--- src/rtl/game_pkg.sv ---
// Shared constants and types for the player / formation blocks.
package game_pkg;

   // enemy projectile bus layout: four 9-bit x slots then one 10-bit x slot
   localparam int NUM_SLOTS = 5;
   localparam int SLOT_XW   = 9;
   localparam int SLOT4_XW  = 10;
   localparam int SLOT_YW   = 9;
   localparam int EX_W      = 4 * SLOT_XW + SLOT4_XW;   // 46
   localparam int EY_W      = NUM_SLOTS * SLOT_YW;      // 45

   // width used for every x/y comparison, wide enough that differences never wrap
   localparam int CW = 11;

   localparam int SCREEN_H = 480;
   localparam int SCREEN_W = 640;

   typedef enum logic [1:0] {
      IDLE  = 2'd0,
      ALIVE = 2'd1,
      HIT   = 2'd2,
      DEAD  = 2'd3
   } cannon_state_t;

   // bit offset of slot i in either packed bus
   function automatic int slot_x_lsb(input int i);
      return SLOT_XW * i;
   endfunction

endpackage

--- src/rtl/slot_hit_cmp.sv ---
// Box test of one enemy projectile slot against the player ship.
module slot_hit_cmp
   import game_pkg::*;
#(
   parameter int PLAYER_Y   = 440,
   parameter int HIT_HALF_W = 10,
   parameter int HIT_H      = 20
) (
   input  logic [CW-1:0]      slot_x,
   input  logic [SLOT_YW-1:0] slot_y,
   input  logic [9:0]         player_x,
   output logic               hit
);

   localparam logic [CW-1:0] HALF_W = CW'(HIT_HALF_W);
   localparam logic [CW-1:0] Y_LO   = CW'(PLAYER_Y);
   localparam logic [CW-1:0] Y_HI   = CW'(PLAYER_Y + HIT_H);

   logic [CW-1:0] px;
   logic [CW-1:0] sy;
   logic [CW-1:0] dx;

   // absolute x distance and vertical window; y = 0 marks an empty slot
   always_comb begin
      px  = {1'b0, player_x};
      sy  = {2'b0, slot_y};
      dx  = (slot_x >= px) ? (slot_x - px) : (px - slot_x);
      hit = (slot_y != '0) && (dx < HALF_W) && (sy >= Y_LO) && (sy < Y_HI);
   end

endmodule

--- src/rtl/player_cannon.sv ---
// Player ship, single player projectile, enemy-hit detection and lives.
module player_cannon
   import game_pkg::*;
#(
   parameter int PLAYER_Y     = 440,
   parameter int X_MIN        = 100,
   parameter int X_MAX        = 540,
   parameter int X_START      = 320,
   parameter int LIVES        = 3,
   parameter int SHOT_STEP    = 4,
   parameter int INVULN_TICKS = 60,
   parameter int HIT_HALF_W   = 10,
   parameter int HIT_H        = 20
) (
   input  logic            clk_4,
   input  logic            clr,
   input  logic            play,
   input  logic            tick,
   input  logic            btn_left,
   input  logic            btn_right,
   input  logic            btn_fire,
   input  logic            collision,
   input  logic [EX_W-1:0] enemy_projectiles_x,
   input  logic [EY_W-1:0] enemy_projectiles_y,
   output logic [9:0]      projectiles_x,
   output logic [9:0]      projectiles_y,
   output logic [9:0]      player_x,
   output logic [1:0]      lives,
   output logic            player_hit,
   output logic            game_over
);

   localparam int            INV_W   = $clog2(INVULN_TICKS + 1);
   localparam logic [9:0]    XMIN_V  = 10'(X_MIN);
   localparam logic [9:0]    XMAX_V  = 10'(X_MAX);
   localparam logic [9:0]    XSTRT_V = 10'(X_START);
   localparam logic [9:0]    SHOT_Y  = 10'(PLAYER_Y - 10);
   localparam logic [9:0]    STEP_V  = 10'(SHOT_STEP);
   localparam logic [1:0]    LIVES_V = 2'(LIVES);
   localparam logic [INV_W-1:0] INV_V = INV_W'(INVULN_TICKS);

   cannon_state_t         state, nxt;
   logic [EX_W-1:0]       ex_q;
   logic [EY_W-1:0]       ey_q;
   logic [NUM_SLOTS-1:0]  slot_hit;
   logic                  hit_any;
   logic                  fire_q;
   logic                  fire_rise;
   logic [INV_W-1:0]      inv_cnt;
   logic                  active, move_en, fire_ok, hit_acc;

   // enemy bus is registered so the box test works on a stable snapshot
   always_ff @(posedge clk_4 or negedge clr) begin
      if (!clr) begin
         ex_q   <= '0;
         ey_q   <= '0;
         fire_q <= 1'b0;
      end else begin
         ex_q   <= enemy_projectiles_x;
         ey_q   <= enemy_projectiles_y;
         fire_q <= btn_fire;
      end
   end

   assign fire_rise = btn_fire & ~fire_q;

   for (genvar i = 0; i < NUM_SLOTS; i++) begin : g_slot
      logic [CW-1:0] sx;
      if (i == NUM_SLOTS - 1) begin : g_wide
         assign sx = {1'b0, ex_q[slot_x_lsb(i) +: SLOT4_XW]};
      end else begin : g_narrow
         assign sx = {2'b0, ex_q[slot_x_lsb(i) +: SLOT_XW]};
      end
      slot_hit_cmp #(
         .PLAYER_Y  (PLAYER_Y),
         .HIT_HALF_W(HIT_HALF_W),
         .HIT_H     (HIT_H)
      ) u_cmp (
         .slot_x  (sx),
         .slot_y  (ey_q[SLOT_YW*i +: SLOT_YW]),
         .player_x(player_x),
         .hit     (slot_hit[i])
      );
   end

   assign hit_any = |slot_hit;

   // state register
   always_ff @(posedge clk_4 or negedge clr) begin
      if (!clr) state <= IDLE;
      else      state <= nxt;
   end

   // next-state: play low always wins; HIT leaves when the counter runs out
   always_comb begin
      nxt = state;
      if (!play) begin
         nxt = IDLE;
      end else begin
         case (state)
            IDLE:    nxt = ALIVE;
            ALIVE:   if (hit_any) nxt = (lives == 2'd1) ? DEAD : HIT;
            HIT:     if (tick && inv_cnt <= INV_W'(1)) nxt = ALIVE;
            DEAD:    nxt = DEAD;
            default: nxt = IDLE;
         endcase
      end
   end

   // per-state enables for the datapath
   always_comb begin
      active  = play && (state != IDLE);
      move_en = play && tick && (state == ALIVE || state == HIT);
      fire_ok = play && (state == ALIVE) && fire_rise && (projectiles_y == '0);
      hit_acc = play && (state == ALIVE) && hit_any;
   end

   // ship, projectile, lives and invulnerability counter
   always_ff @(posedge clk_4 or negedge clr) begin
      if (!clr) begin
         player_x      <= XSTRT_V;
         projectiles_x <= '0;
         projectiles_y <= '0;
         lives         <= LIVES_V;
         player_hit    <= 1'b0;
         game_over     <= 1'b0;
         inv_cnt       <= '0;
      end else if (!play) begin
         player_x      <= XSTRT_V;
         projectiles_x <= '0;
         projectiles_y <= '0;
         lives         <= LIVES_V;
         player_hit    <= 1'b0;
         game_over     <= 1'b0;
         inv_cnt       <= '0;
      end else begin
         player_hit <= hit_acc;
         game_over  <= (nxt == DEAD);

         if (move_en && (btn_left ^ btn_right)) begin
            if (btn_left && player_x > XMIN_V)  player_x <= player_x - 10'd1;
            if (btn_right && player_x < XMAX_V) player_x <= player_x + 10'd1;
         end

         // collision beats fire, fire beats flight
         if (active) begin
            if (collision) begin
               projectiles_y <= '0;
            end else if (fire_ok) begin
               projectiles_x <= player_x;
               projectiles_y <= SHOT_Y;
            end else if (tick && projectiles_y != '0) begin
               projectiles_y <= (projectiles_y <= STEP_V) ? 10'd0 : projectiles_y - STEP_V;
            end
         end

         if (hit_acc) begin
            lives   <= lives - 2'd1;
            inv_cnt <= INV_V;
         end else if (state == HIT && tick && inv_cnt != '0) begin
            inv_cnt <= inv_cnt - INV_W'(1);
         end
      end
   end

endmodule

--- config.mk ---
export PLATFORM = sky130hd
export DESIGN_NAME = player_cannon
export DESIGN_NICKNAME = d
export VERILOG_FILES = /design/src/rtl/game_pkg.sv /design/src/rtl/slot_hit_cmp.sv /design/src/rtl/player_cannon.sv
export SDC_FILE = /design/constraint.sdc
export NUM_CORES = 1
export LEC_CHECK = 0
export ABC_AREA = 0
export CELL_PAD_IN_SITES_DETAIL_PLACEMENT = 1
export CELL_PAD_IN_SITES_GLOBAL_PLACEMENT = 1
export CORE_MARGIN = 2
export CORE_UTILIZATION = 43
export DETAILED_ROUTE_END_ITERATION = 8
export PLACE_DENSITY_LB_ADDON = 0.1
export SETUP_SLACK_MARGIN = 0.2
export SLEW_MARGIN = 20
export SYNTH_ARGS = -nofsm -noshare
export SYNTH_HDL_FRONTEND = slang
export SYNTH_SLANG_ARGS = --single-unit
--- constraint.sdc ---
create_clock -name clk_4 -period 4.6 [get_ports clk_4]
set_input_delay 1.38 -clock clk_4 [delete_from_list [all_inputs] [get_ports clk_4]]
set_output_delay 1.38 -clock clk_4 [all_outputs]
set_load 0.01 [all_outputs]
==> qor.csv, run 1 <==
metric;value;unit
post_cts_resized;0;
hold_ws;0.5183;ns
relSlewSlack;0.3678;
critical_path_peak_fanout;10;
viasPerCell;5.800;
worstSetupPathType;reg -> reg;
hold_buffers;0;
clock_path_buffers;2;
io_buffers;121;
wl_met3;1030;um
r2r_slack;0.56;ns
dp.cells;1571;
synth-seq-area-share;0.3060;
final_cell_mix;clkdlybuf4s50_1 (120), dfrtp_1 (119), ha_1 (111);
critical_path_required;4.90;ns
hp-class;reg -> reg;
dieArea;24670;um2
wire_per_inst;19.79;um
synth_seq_cells;123;
drive_above_1_share;0.09041;
reg2reg_depth;13;
root_buffer;clkbuf_16;
finish.utilization;0.5310;
grt_pass1_wl;50920;um
syn2layout_area_growth;22.59;%
die_h;157.1;um
diodes;0;
cts.htree.levels;4;
antenna_left;0;
ys_warn_count;0;
setup-violations-final;0;
die_w;157.1;um
maxCapViolCount;0;
boundaryPins;133;
antenna_found_initial;0;
syn-num-nets;1357;
critPathCaptureType;flip-flop;
insertion_delay;0.43;ns
final.period_utilization;0.8772;
initial_core_util;0.4331;
drt_iter0_drc;446;
synthAdderAreaFrac;0.1597;
status;finished clean;
fin_cells;1602;
worstHoldPathCells;2;
wirelength;31700;um
dr.pass1.iters;5;
hold_end;projectiles_x[3];
drt-met1-wl;14450;um
tns;0;ns
cts.clk_slew.worst_paths;0.06;ns
synth_top_family_by_area;compound AO/OA/AOI/OAI gates;
synth_compound_area_frac;0.2312;
fmax;0.2478;GHz
synth_cell_type_count;97;
vias;9291;
core;23260;um2
grt_max_degree;99;
drv_slew;0;
fin_worst_skew;0.01412;ns
peakVddDrop;183.2;uV
avgSynthCellArea;8.870;um2
p_per_area;293.0;nW/um2
crit_path_start_kind;flip-flop;
async_reset_ff_frac;1.000;
gp_congestion;0.9016;
synth_xor_area_frac;0.03216;
synth_area;10080;um2
nFillCells;2728;
power_leakage;5.411;nW
cts_setup_buffers;0;
cts_buffers;17;
reg2reg_from;player_x[6];
worstPathArrival;4.33;ns
layout_min_cycle_time;4.035;ns
finalHoldViolations;0;
dpl.hpwl;23970;um
synthMuxAreaShare;0.02061;
min_from;projectiles_x[3];
rsz0062_at_grt;false;
cts_tree;done;
grt_overflow;0;
synth_edf_count;0;
grt.total_usage;0.2650;
synth-main-ff-cell;dfrtp_1;
wl_met2;15580;um
final_common_cell;clkdlybuf4s50_1;
timing.rr.end;state[0];
nets;1492;
num_rows;56;
grt_pass1_vias;9556;
drc;0;
syn_inst;1136;
top_layer_used;met4;
clock-sinks;123;
synthSimpleGateAreaFrac;0.1987;
worst_pin_slew;0.9484;ns
==> power by group <==
part,switching (mW),internal [mW],leakage [nW],total (mW)
clock,0.544,0.757,0.265,1.30
sequential,0.0619,1.15,1.51,1.21
combinational,0.626,0.484,3.64,1.11
total,1.23,2.39,5.41,3.62
==> critical path, cell delays in order (launching register included) <==
cell	delay (ns)
dfstp_2	0.52
inv_1	0.28
ha_1	0.55
a211oi_1	0.35
nor2_1	0.11
a211o_1	0.30
o211ai_1	0.19
nor4b_1	0.08
a211oi_1	0.27
buf_4	0.17
o2111ai_2	0.26
a311o_1	0.44
nor3_1	0.27
a21oi_1	0.11
==> sequential cells by signal, indices dropped and copies added (netlist names) <==
signal / cells
player_hit: 1
fire_q: 1
lives: 2
player_x: 10
inv_cnt: 6
projectiles_x: 10
state: 2
game_over: 1
projectiles_y: 9
ey_q: 35
ex_q: 46
==> layer usage <==
metal | track usage | vias to the layer above
met2 | 0.4599 | 159
met1 | 0.3496 | 4675
met4 | 0.07273 | 0
li1 | - | 4415
met5 | 0 | -
met3 | 0.03139 | 42
==> cells in the mapped netlist, types with 22 or more instances <==
cell        n  share of area
clkbuf_1   28          0.010
dfrtp_1   119           0.30
o21ai_0    62          0.031
nor2_1     78          0.029
nor2b_1    22          0.014
inv_1      89          0.033
a21oi_1    66          0.033
a21o_1     24          0.018
a211oi_1   23          0.017
ha_1      111           0.14
nor3_1     32          0.016
nand2_1    62          0.023
nand3_1    39          0.019
==> cell families after synthesis <==
family,Yosys count
AND/OR/NAND/NOR,366
AO/OA/AOI/OAI,334
buffers and inverters,133
flip-flops,123
adder cells (fa/ha/maj),122
XOR/XNOR,37
multiplexers,20
other,1
==> metrics by stage <==
stage,area (um2),worst slack (ns),total power [mW]
final,12350,0.5650,3.620
after global routing,12350,0.3155,3.823
after CTS,12350,0.5605,3.644
after detailed placement,11790,0.2355,2.327
after global placement,11790,0.4036,2.297
after floorplan,10080,0.8379,1.935
==> area by class of cell <==
| type | count | area, um2 | area share |
|---|---|---|---|
| Inverter | 90 | 337.8 | 0.02735 |
| Clock inverter | 13 | 118.9 | 0.009623 |
| Tap cell | 319 | 399.1 | 0.03231 |
| Clock buffer | 18 | 439.2 | 0.03556 |
| Timing Repair Buffer | 159 | 1498 | 0.1213 |
| Sequential cell | 123 | 3083 | 0.2496 |
| Multi-Input combinational cell | 880 | 6476 | 0.5243 |
==> worst max-delay path by stage <==
stage | from | to | slack, ns | depth (start not counted)
2_1_floorplan | player_x[1] | state[0] | 0.84 | 12
3_3_place_gp | btn_right | player_x[9] | 0.40 | 13
3_5_place_dp | btn_right | player_x[9] | 0.24 | 13
4_1_cts | player_x[6] | state[0] | 0.56 | 13
5_1_grt | player_x[6] | state[0] | 0.32 | 12
6_report | player_x[6] | state[0] | 0.56 | 13
No activity file was read; power rests on OpenSTA's default activity.
==> run 2: changes to the inputs <==
Settings changed: GPL_TIMING_DRIVEN set to 0.
==> run 2 against run 1 <==
  * Final cell count is 1.7% higher
  * Fmax down 5.9%
  * Core utilization grew 0.67 points
  * Clock power grew 5%
  * Cell area increased by 1.3%
  * Register-to-register slack got worse by 0.25 ns
  * Critical endpoint is now lives[1]
  * Critical path depth fell by 1
  * Sequential power barely moved
  * Setup slack got worse by 0.25 ns
  * Die area did not move
  * Sequential cell count unchanged
  * Combinational power hardly changed
==> qor.csv, run 2 (same netlist as run 1, synthesis figures left out) <==
metric;value;unit;change
crit_path_start_kind;flip-flop;;
clkPwrFrac;0.367;;+0.008
boundaryPins;133;;unchanged
wirelength;33640;um;+6.1%
grt_overflow;0;;unchanged
startpoint;player_x[2];;
seqPwrFrac;0.332;;-0.002
r2r_slack;0.31;ns;-0.25 ns
drive_above_1_share;0.1031;;+0.01264
num_rows;56;;unchanged
die_h;157.1;um;unchanged
dpl.hpwl;24560;um;+2.5%
cp_num_buf_inv;2;;unchanged
critical_path_peak_fanout;11;;+1
slowest_stage;dfrtp_2;;
power_leakage;5.428;nW;+0.31%
root_buffer;clkbuf_16;;
grt_pass1_wl;52860;um;+3.8%
antenna_left;0;;unchanged
tns;0;ns;unchanged
grt.total_usage;0.2766;;+0.01157
endpoint;lives[1];;
top_register;ex_q;;
maxCapViolCount;0;;unchanged
path_depth;12;;-1
drv_slew;0;;unchanged
status;finished clean;;
hp-class;reg -> reg;;
worst_pin_slew;0.6944;ns;-0.2540 ns
switchingPower;1.309;mW;+6.2%
final_common_cell;clkdlybuf4s50_1;;
syn2layout_area_growth;24.14;%;
hold_ws;0.5150;ns;-0.003309 ns
timing.rr.end;lives[1];;
finalHoldViolations;0;;unchanged
core;23260;um2;unchanged
fmax;0.2331;GHz;-5.9%
die_w;157.1;um;unchanged
grt_max_degree;72;;-27%
viasPerCell;5.823;;+0.41%
hold_buffers;0;;unchanged
critical_path_required;4.96;ns;+0.06 ns
largest_reg_flops;46;;unchanged
cts.htree.levels;4;;unchanged
final.period_utilization;0.9325;;+0.05532
insertion_delay;0.44;ns;about the same
nFillCells;2780;;+1.9%
final_cell_mix;clkdlybuf4s50_1 (119), dfrtp_1 (112), ha_1 (111);;
setup-violations-final;0;;unchanged
slowest_delay;0.60;ns;+0.05 ns
drt_iter0_drc;467;;+4.7%
io_buffers;120;;-0.83%
dr.pass1.iters;5;;unchanged
layout_min_cycle_time;4.289;ns;+0.2544 ns
wire_per_inst;20.64;um;+4.3%
gp_congestion;0.9526;;+5.7%
drc;0;;unchanged
cts_buffers;17;;unchanged
grt_pass1_vias;10020;;+4.9%
nets;1518;;+1.7%
cts_tree;done;;
worstPathCellList;clkinvlp_4, ha_1, clkbuf_1, nor2b_1, o2111ai_1, and4_1, o22ai_1, nor4_1, a211oi_1, o2111ai_2, a32oi_2, mux2_1;;
rsz0062_at_grt;true;;
antenna_found_initial;0;;unchanged
worstHoldPathCells;2;;unchanged
largest_registers;ex_q x46, ey_q x35;;
worstPathArrival;4.65;ns;+0.32 ns
initial_core_util;0.4331;;unchanged
pwr-share-comb;0.301;;-0.006
dieArea;24670;um2;unchanged
vias;9492;;+2.2%
peakVddDrop;229.1;uV;+25%
p_int;2.386;mW;about the same
worstSetupPathType;reg -> reg;;
clock-sinks;123;;unchanged
cts.clk_slew.worst_paths;0.07;ns;about the same
p_per_area;295.4;nW/um2;+0.80%
critPathCaptureType;flip-flop;;
clock_path_buffers;2;;unchanged
critical-path-top-delay-family;compound AO/OA/AOI/OAI gates;;
reg2reg_depth;12;;-1
relSlewSlack;0.5371;;+0.1693
reg2reg_from;player_x[2];;
fin_worst_skew;0.01071;ns;-0.003410 ns
swShare;0.3543;;+0.01390
==> run 2: cell types whose count changed in the layout (fill, tap and decap cells not counted), moves of 2 or more <==
cell	delta
clkbuf_1	+22
buf_4	-16
buf_2	+11
clkbuf_2	+7
clkinvlp_4	+7
dfrtp_1	-7
inv_1	-7
dfrtp_2	+5
buf_1	+3
a2111oi_0	-2
dfrtp_4	+2
inv_8	+2
==> run 2: power groups by stage <==
| stage | logic (mW) | clock network, mW | registers [mW] |
|---|---|---|---|
| after global placement | 1.04 | 0 | 1.24 |
| after global routing | 1.23 | 1.42 | 1.23 |
| after CTS | 1.09 | 1.38 | 1.23 |
| final | 1.11 | 1.36 | 1.22 |
| after floorplan | 0.708 | 0 | 1.23 |
| after detailed placement | 1.08 | 0 | 1.24 |
==> run 2: cell type report <==
type / count / area [um2] / area share
diodes: 1 / 2.502 / 0.0002001
plain buffers: 43 / 187.7 / 0.01500
clock buffers: 18 / 429.2 / 0.03431
clock inverters: 14 / 137.6 / 0.01100
inverters: 90 / 367.9 / 0.02941
multi-input cells: 880 / 6496 / 0.5194
flip-flops and latches: 123 / 3097 / 0.2476
well taps: 319 / 399.1 / 0.03191
repair buffers: 142 / 1391 / 0.1112
==> run 2: per-layer routing <==
metal  vias to the layer above  GRT usage  share of wire
li1                       4469          -              -
met1                      4770     0.3502           0.44
met2                       196     0.4728           0.50
met3                        57    0.04598          0.036
met4                         0     0.1061          0.027
met5                         -          0              0
==> run 2: how the worst min path moves through the flow <==
stage | from | endpoint | slack (ns)
after global placement | projectiles_x[9] | projectiles_x[9] | 0.50
after global routing | projectiles_x[4] | projectiles_x[4] | 0.55
final | projectiles_x[4] | projectiles_x[4] | 0.51
after CTS | projectiles_x[4] | projectiles_x[4] | 0.52
after detailed placement | projectiles_x[4] | projectiles_x[4] | 0.51
after floorplan | projectiles_x[0] | projectiles_x[0] | 0.54
==> run 2: timing repair <==
item,4_1_cts,5_1_grt
endpoints found under the setup margin,12,13
setup buffers,9,12
gates cloned,0,0
gates resized for setup,12,23
==> run 2: tightest hold or removal path, cell delays in order, from the launching register on <==
cell and delay, ns:
dfrtp_1 0.34, nand3_1 0.07, o21ai_0 0.07
==> run 2: stage by stage <==
stage / setup slack, ns / power [mW] / utilization / area [um2] / cells
2_1_floorplan: 0.8379 / 1.935 / - / 10080 / 1136
3_3_place_gp: -2.832 / 2.283 / 0.5019 / 11680 / 1575
3_5_place_dp: -0.6877 / 2.322 / 0.5033 / 11710 / 1576
4_1_cts: 0.1960 / 3.698 / 0.5317 / 12370 / 1617
5_1_grt: 0.1666 / 3.890 / 0.5376 / 12510 / 1629
6_report: 0.3105 / 3.694 / 0.5377 / 12510 / 1630
==> run 3: changes to the inputs <==
Settings changed: CORE_ASPECT_RATIO set to 1.4, CTS_CLUSTER_DIAMETER set to 50.
==> run 3 against run 2 <==
  * Hold slack worse by 0.0024 ns
  * Critical endpoint is now state[0]
  * Final cell count is 0.55% lower
  * Register-to-register slack improved by 0.04 ns
  * Clock skew hardly changed
  * Die area about the same
  * Sequential share of layout area is 0.10 points lower
  * Sequential cell count unchanged
  * Cell area grew 0.45%
  * Critical path depth up 2
  * Clock-buffer cell count grew 1
==> qor.csv, run 3 (same netlist as run 1, synthesis figures left out) <==
metric;value;unit;change
grt_overflow;0;;unchanged
fmax;0.2355;GHz;+1.0%
insertion_delay;0.43;ns;about the same
top_layer_used;met4;;
setup_slack;0.3529;ns;+0.04237 ns
fin_worst_skew;0.01098;ns;+0.0002699 ns
crit_path_start_kind;flip-flop;;
tns;0;ns;unchanged
worstPathCellList;clkinvlp_4, buf_4, ha_1, clkbuf_1, nand2_1, a211oi_1, a211oi_1, nor2_1, a31oi_1, a32oi_1, o2111ai_2, a311o_1, nor3_1, a21oi_1;;
final_common_cell;clkdlybuf4s50_1;;
root_buffer;clkbuf_16;;
worstPathArrival;4.53;ns;-0.12 ns
relSlewSlack;0.4284;;-0.1087
viasPerCell;5.903;;+1.4%
critical_path_peak_fanout;10;;-1
grt.total_usage;0.2817;;+0.005159
boundaryPins;133;;unchanged
drt-met1-wl;13400;um;-9.8%
worst_pin_slew;0.8358;ns;+0.1415 ns
diodes;0;;-1
cts.clk_slew.worst_paths;0.06;ns;about the same
final_cell_mix;clkdlybuf4s50_1 (119), dfrtp_1 (112), ha_1 (111);;
die_w;133.4;um;-15%
critPathCaptureType;flip-flop;;
clock-sinks;123;;unchanged
min_from;projectiles_x[5];;
status;finished clean;;
dieArea;24690;um2;about the same
grt_max_degree;79;;+9.7%
setup-violations-final;0;;unchanged
cpMostUsedCell;a211oi_1;;
hold_buffers;0;;unchanged
wl_met2;18040;um;+8.1%
peakVddDrop;278.2;uV;+21%
drc;0;;unchanged
startpoint;player_x[5];;
drive_above_1_share;0.1057;;+0.002650
slowest_stage;dfrtp_2;;
die_h;185.1;um;+18%
wirelength;33810;um;+0.50%
grt_pass1_vias;10300;;+2.7%
clock_path_buffers;2;;unchanged
finalHoldViolations;0;;unchanged
syn2layout_area_growth;24.70;%;
drv_slew;0;;unchanged
dpl.hpwl;25040;um;+2.0%
antenna_found_initial;0;;unchanged
cts_tree;done;;
slowest_delay;0.58;ns;-0.02 ns
top_register;ex_q;;
pre_cts_slack;-0.8783;ns;-0.1906 ns
worstSetupPathType;reg -> reg;;
rsz0062_at_grt;false;;
hp-class;reg -> reg;;
grt_pass1_wl;54030;um;+2.2%
dr.pass1.iters;4;;-1
vias;9569;;+0.81%
maxCapViolCount;0;;unchanged
cts.htree.levels;4;;unchanged
wire_per_inst;20.86;um;+1.1%
reg2reg_from;player_x[5];;
nets;1523;;+0.33%
antenna_left;0;;unchanged
power_leakage;5.459;nW;+0.58%
cts_buffers;17;;unchanged
io_buffers;120;;unchanged
core;23120;um2;-0.60%
finish.utilization;0.5434;;+0.005694
p_per_area;297.6;nW/um2;+0.74%
critical_path_required;4.89;ns;-0.07 ns
largest_reg_flops;46;;unchanged
num_rows;66;;+18%
gp_congestion;0.9260;;-2.8%
largest_registers;ex_q x46, ey_q x35;;
final.period_utilization;0.9233;;-0.009211
layout_min_cycle_time;4.247;ns;-0.04237 ns
drt_iter0_drc;379;;-19%
wl_met3;1120;um;-6.9%
initial_core_util;0.4358;;+0.002625
-- run 3: cell types whose count changed in the layout (fill, tap and decap cells not counted), moves of 2 or more --
cell	delta
a211oi_1	-2
a211oi_2	+2
buf_4	+5
bufinv_16	+2
clkbuf_1	+3
clkbuf_2	-2
inv_8	-2
-- run 3: timing repair --
item,4_1_cts,5_1_grt
endpoints found under the setup margin,12,13
buffers inserted,17,9
gates resized for setup,12,20
hold endpoints to repair,0,0
-- run 3: through the flow --
step | cell area (um2) | power, mW | std cells | hold WS (ns)
2_1_floorplan | 10080 | 1.935 | 1136 | 0.5423
3_5_place_dp | 11690 | 2.323 | 1563 | 0.5028
5_1_grt | 12560 | 3.945 | 1621 | 0.5652
6_report | 12560 | 3.739 | 1621 | 0.5125
4_1_cts | 12450 | 3.756 | 1612 | 0.5177
3_3_place_gp | 11660 | 2.292 | 1562 | 0.4963
-- run 3: critical path, delay by kind of cell (launching register included) --
kind / cells / cell delay [ns]
DFF: 1 / 0.58
adders and majority gates: 1 / 0.41
AOI/OAI and AO/OA: 7 / 1.70
and+or+nand+nor: 3 / 0.60
buffers and inverters: 3 / 0.80
-- run 3: final cells by class --
class,instances,area (um2)
clock inverter,13,167.7
multi-input combinational,880,6505
fill,2731,10560
inverter,90,367.9
timing repair buffer,147,1425
clock buffer,19,432.9
tap,306,382.9
sequential,123,3098
buffer,43,185.2
-- run 3: final timing paths --
path / cells after the start / to / slack (ns)
worst max-delay path: 14 / state[0] / 0.35
worst min-delay path: 2 / projectiles_x[5] / 0.51
worst max register to register: 14 / state[0] / 0.35
worst min register to register: 2 / projectiles_x[5] / 0.51
max in group asynchronous: 2 / player_x[8] / 2.95
min in group asynchronous: 1 / ex_q[37] / 0.89
-- run 3: metal layers --
metal  up-vias  track usage
met1      4799       0.3198
met5         -            0
met2       222       0.5247
met4         0       0.1234
met3        61      0.03804
li1       4487            -
-- run 3: power by group --
| part | internal [mW] | switching [mW] | total, mW |
|---|---|---|---|
| clock | 0.857 | 0.540 | 1.40 |
| combinational | 0.485 | 0.631 | 1.12 |
| sequential | 1.15 | 0.0791 | 1.23 |
